==> src/rtl/aux_out_interface.sv <==
// rtl/aux_out_interface.sv - auxiliary output pins and enables driven by register-side commands
// Optional timed PULSE opcode, FSM and counter are compiled in with AUX_OUT_PULSE_EN.
module aux_out_interface #(
    parameter int                 WIDTH     = 32,
    parameter int                 PULSE_W   = 16,
    parameter logic [WIDTH-1:0]   RESET_VAL = '0
) (
    input  logic               sys_clk,
    input  logic               sys_rst,
    input  logic               cmd_valid,
    output logic               cmd_ready,
    input  logic [2:0]         cmd_op,
    input  logic [WIDTH-1:0]   cmd_data,
    input  logic [PULSE_W-1:0] cmd_len,
    output logic [WIDTH-1:0]   aux_out,
    output logic [WIDTH-1:0]   aux_oe,
    output logic               busy,
    output logic               cmd_err
);

    localparam logic [2:0] OP_WRITE = 3'd0;
    localparam logic [2:0] OP_SET   = 3'd1;
    localparam logic [2:0] OP_CLR   = 3'd2;
    localparam logic [2:0] OP_TGL   = 3'd3;
    localparam logic [2:0] OP_OE    = 3'd4;

    logic [WIDTH-1:0] aux_q, aux_d;
    logic [WIDTH-1:0] oe_q, oe_d;
    logic             err_q, err_d;
    logic             accept;

`ifdef AUX_OUT_PULSE_EN
    localparam logic [2:0] OP_PULSE = 3'd5;

    typedef enum logic {S_IDLE, S_PULSE} state_t;

    state_t             state_q, state_d;
    logic [PULSE_W-1:0] cnt_q, cnt_d;
    logic [WIDTH-1:0]   mask_q, mask_d;

    assign cmd_ready = (state_q == S_IDLE);
    assign busy      = (state_q == S_PULSE);
`else
    logic unused_len;

    assign unused_len = ^cmd_len;
    assign cmd_ready  = 1'b1;
    assign busy       = 1'b0;
`endif

    assign accept = cmd_valid && cmd_ready;

    always_comb begin
        aux_d = aux_q;
        oe_d  = oe_q;
        err_d = 1'b0;
`ifdef AUX_OUT_PULSE_EN
        state_d = state_q;
        cnt_d   = cnt_q;
        mask_d  = mask_q;
        // Restore by XOR so bits outside the mask are never touched.
        if (state_q == S_PULSE) begin
            if (cnt_q == '0) begin
                aux_d   = aux_q ^ mask_q;
                state_d = S_IDLE;
            end else begin
                cnt_d = cnt_q - PULSE_W'(1);
            end
        end
`endif
        if (accept) begin
            case (cmd_op)
                OP_WRITE: aux_d = cmd_data;
                OP_SET:   aux_d = aux_q | cmd_data;
                OP_CLR:   aux_d = aux_q & ~cmd_data;
                OP_TGL:   aux_d = aux_q ^ cmd_data;
                OP_OE:    oe_d  = cmd_data;
`ifdef AUX_OUT_PULSE_EN
                OP_PULSE: begin
                    // Counter holds remaining cycles minus one; len=0 is a silent no-op.
                    if (cmd_len != '0) begin
                        aux_d   = aux_q ^ cmd_data;
                        mask_d  = cmd_data;
                        cnt_d   = cmd_len - PULSE_W'(1);
                        state_d = S_PULSE;
                    end
                end
`endif
                default:  err_d = 1'b1;
            endcase
        end
    end

    always_ff @(posedge sys_clk or negedge sys_rst) begin
        if (!sys_rst) begin
            aux_q <= RESET_VAL;
            oe_q  <= '0;
            err_q <= 1'b0;
        end else begin
            aux_q <= aux_d;
            oe_q  <= oe_d;
            err_q <= err_d;
        end
    end

`ifdef AUX_OUT_PULSE_EN
    always_ff @(posedge sys_clk or negedge sys_rst) begin
        if (!sys_rst) begin
            state_q <= S_IDLE;
            cnt_q   <= '0;
            mask_q  <= '0;
        end else begin
            state_q <= state_d;
            cnt_q   <= cnt_d;
            mask_q  <= mask_d;
        end
    end
`endif

    assign aux_out = aux_q;
    assign aux_oe  = oe_q;
    assign cmd_err = err_q;

endmodule

==> config.mk <==
export PLATFORM = sky130hd
export DESIGN_NAME = aux_out_interface
export DESIGN_NICKNAME = d
export VERILOG_FILES = /design/src/rtl/aux_out_interface.sv
export SDC_FILE = /design/constraint.sdc
export NUM_CORES = 1
export LEC_CHECK = 0
export ABC_AREA = 1
export CORE_MARGIN = 10
export CORE_UTILIZATION = 40
export DETAILED_ROUTE_END_ITERATION = 16
export HOLD_SLACK_MARGIN = 0.02
export PLACE_DENSITY = 0.72
export SYNTH_ARGS = -nofsm -noshare
export SYNTH_HDL_FRONTEND = slang
export SYNTH_SLANG_ARGS = --single-unit
==> constraint.sdc <==
create_clock -name sys_clk -period 2.4 [get_ports sys_clk]
set_clock_uncertainty 0.15 [all_clocks]
set_input_delay 0.48 -clock sys_clk [delete_from_list [all_inputs] [get_ports sys_clk]]
set_output_delay 0.48 -clock sys_clk [all_outputs]
set_load 0.01 [all_outputs]
==> run metrics <==
Post-CTS Hold Buffers=1; fin cells=832; Die W=127 um; worst reg2reg path depth=6; Slew Limit Fails=0; Max-cap violations=0; normalized max-slew margin=0.360; routed length per placed instance=15.9 um; Synth Instances=601; Crit path max-delay family=buffers and inverters; Register Area=0.00163 mm^2; reg-to-reg critical path startpoint=aux_out[29]; # diodes=0; critical path endpoint category=output pin; Routed Antenna Nets=0; fin nets=802; DP Wirelength=~9.0 mm; Mapped Area=around 0.0046 mm^2; post-synthesis sequential area ratio=0.355; Clk pin slew, worst setup/hold paths=0.05 ns; GRT Total Usage=0.164; clock latency at the later pin of the worst-skew pair=between 0.3 and 0.4 ns; Remaining Overflow, GRT=0; placed insts=about 800; required time worst endpoint=1.77 ns; num rows=39; Final WS setup=0.435 ns; P_leak=2.98 nW; CTS tree=done; Avg Inst Size Synth=7.62 um^2; Yosys reg bits=65; Worst Setup Path Type=reg2out; via count=around 4.4k; syn_nets=719; commonest non-fill, non-tap cell in the layout=nand2_1; Die Area=0.0161 mm^2; Port Buffer Count=102; clk sink count=65; DRC viols=0; min-delay src=aux_oe[10]; CTS resizes=0; initial drt markers=299; Slowest-stage cell, CP=clkdlybuf4s50_1; Setup Buffers After CTS=0; worst-path cell chain=clkdlybuf4s50_1; Ports=121; synth warn=0; unrepaired setup endpoints after global routing=no; Via density=approximately 5.3; Final Util=0.528; Setup TNS=0 ns; Initial Utilization=0.405; Placer Congestion=0.743; Final Critical Period=between 1.5 and 2 ns; critical-path maximum fanout=4; Detailed Route WL=13.2 mm; Root Buffer=clkbuf_16; Most used DFF post-synth=dfrtp_1; Tightest Pin Transition=0.956 ns; pwr/cell area=657 mW/mm^2; ys async rst share=1.00; number of cells on the worst hold path=2; CP bufs+invs=1; Die Y-Extent=127 um; crit path launch=aux_out[31]; Reg-to-Reg End=aux_out[29]; layout cells sized above 1=0.0522; Place WS=~0.19 ns; Min-Delay Endpoint=aux_oe[10]; most frequent cells in the layout=nand2_1 (129), clkdlybuf4s50_1 (99), inv_1 (65), nor2_1 (65), dfrtp_1 (65); R2R Setup Slk=1.09 ns; first-pass GRT wire length=22.0 mm; Max VDD drop=0.427 mV; Max clock buf depth=2; fmax=509 MHz; Post-synth EDFFs=0; footprint of the multi-input gates=0.00247 mm^2; crit path launch type=flip-flop; Distinct cells, synth=18; fill count=1,074; area delta synth->final=30.4%; pin count of the biggest net entering global routing=65; H-Tree Depth=3; Final setup viols=0; run status=completed; Max stage delay on crit path=0.61 ns; period utilization=0.819; total power draw=3.92 mW; Core Region=0.0113 mm^2; crit path DAT=1.34 ns; initial antenna violation count=0; CTS buffer count=9; Final Hold Fails=0; vias in the first global route=between 4k and 5k; drt pass-1 iters=5; Hold Crit Class=reg2reg
-- kinds of logic after synthesis --
family,synth area share
fa+ha+maj,0.175
other cells,0.00164
simple gates,0.290
buf+inv,0.107
flops,0.355
compound gates,0.0719
-- flip-flops by register name (all words and copies together), names as in the netlist --
signal   count
aux_oe      32
aux_out     32
cmd_err      1
-- worst reg2reg max path: stages (launching register included) --
cell and delay, ns:
dfrtp_1 0.41, inv_1 0.06, ha_1 0.28, nand4_1 0.10, nand3_1 0.08, nand2_1 0.06, nand2_1 0.06
-- per-layer routing --
metal,global-route usage,vias up,share of wire
li1,-,2126,-
met1,0.191,2107,0.42
met4,0.0670,0,0.018
met2,0.279,128,0.49
met3,0.0451,18,0.065
met5,0,-,0
-- through the flow --
stage | hold WS (ns) | area (um^2)
floorplan | 0.0344 | 4580
global placement | 0.321 | 5670
detailed placement | 0.328 | 5670
CTS | 0.342 | 5970
global route | 0.362 | 5970
finish | 0.337 | 5970
-- worst max-delay path by stage --
stage,end,slack (ns),depth (start not counted)
6_report,aux_out[31],0.43,1
5_1_grt,aux_out[31],0.37,1
4_1_cts,aux_out[31],0.40,1
3_5_place_dp,aux_out[25],0.19,7
3_3_place_gp,aux_out[24],0.24,7
2_1_floorplan,aux_oe[23],0.93,6
-- area by class of cell --
class	instances	area share
clock buffers	13	0.0419
clock inverters	3	0.00670
multi-input cells	425	0.414
repair buffers	116	0.193
flip-flops and latches	65	0.272
well taps	143	0.0300
inverters	67	0.0421
-- cell usage after synthesis (2+ instances only) --
master / instances / area, um^2
a21oi_1: 32 / 160
buf_2: 30 / 150
buf_4: 9 / 67.6
clkbuf_1: 5 / 18.8
conb_1: 2 / 7.51
dfrtp_1: 65 / 1630
ha_1: 64 / 801
inv_1: 65 / 244
inv_2: 2 / 7.51
nand2_1: 130 / 488
nand3_1: 32 / 160
nand4_1: 64 / 400
nor2_1: 65 / 244
o21ai_1: 32 / 160
-- power breakdown --
group | switching [mW] | internal [mW]
Clock | 0.482 | 0.830
Sequential | 0.151 | 1.28
Combinational | 0.591 | 0.588
No activity file was read; power rests on OpenSTA's default activity.
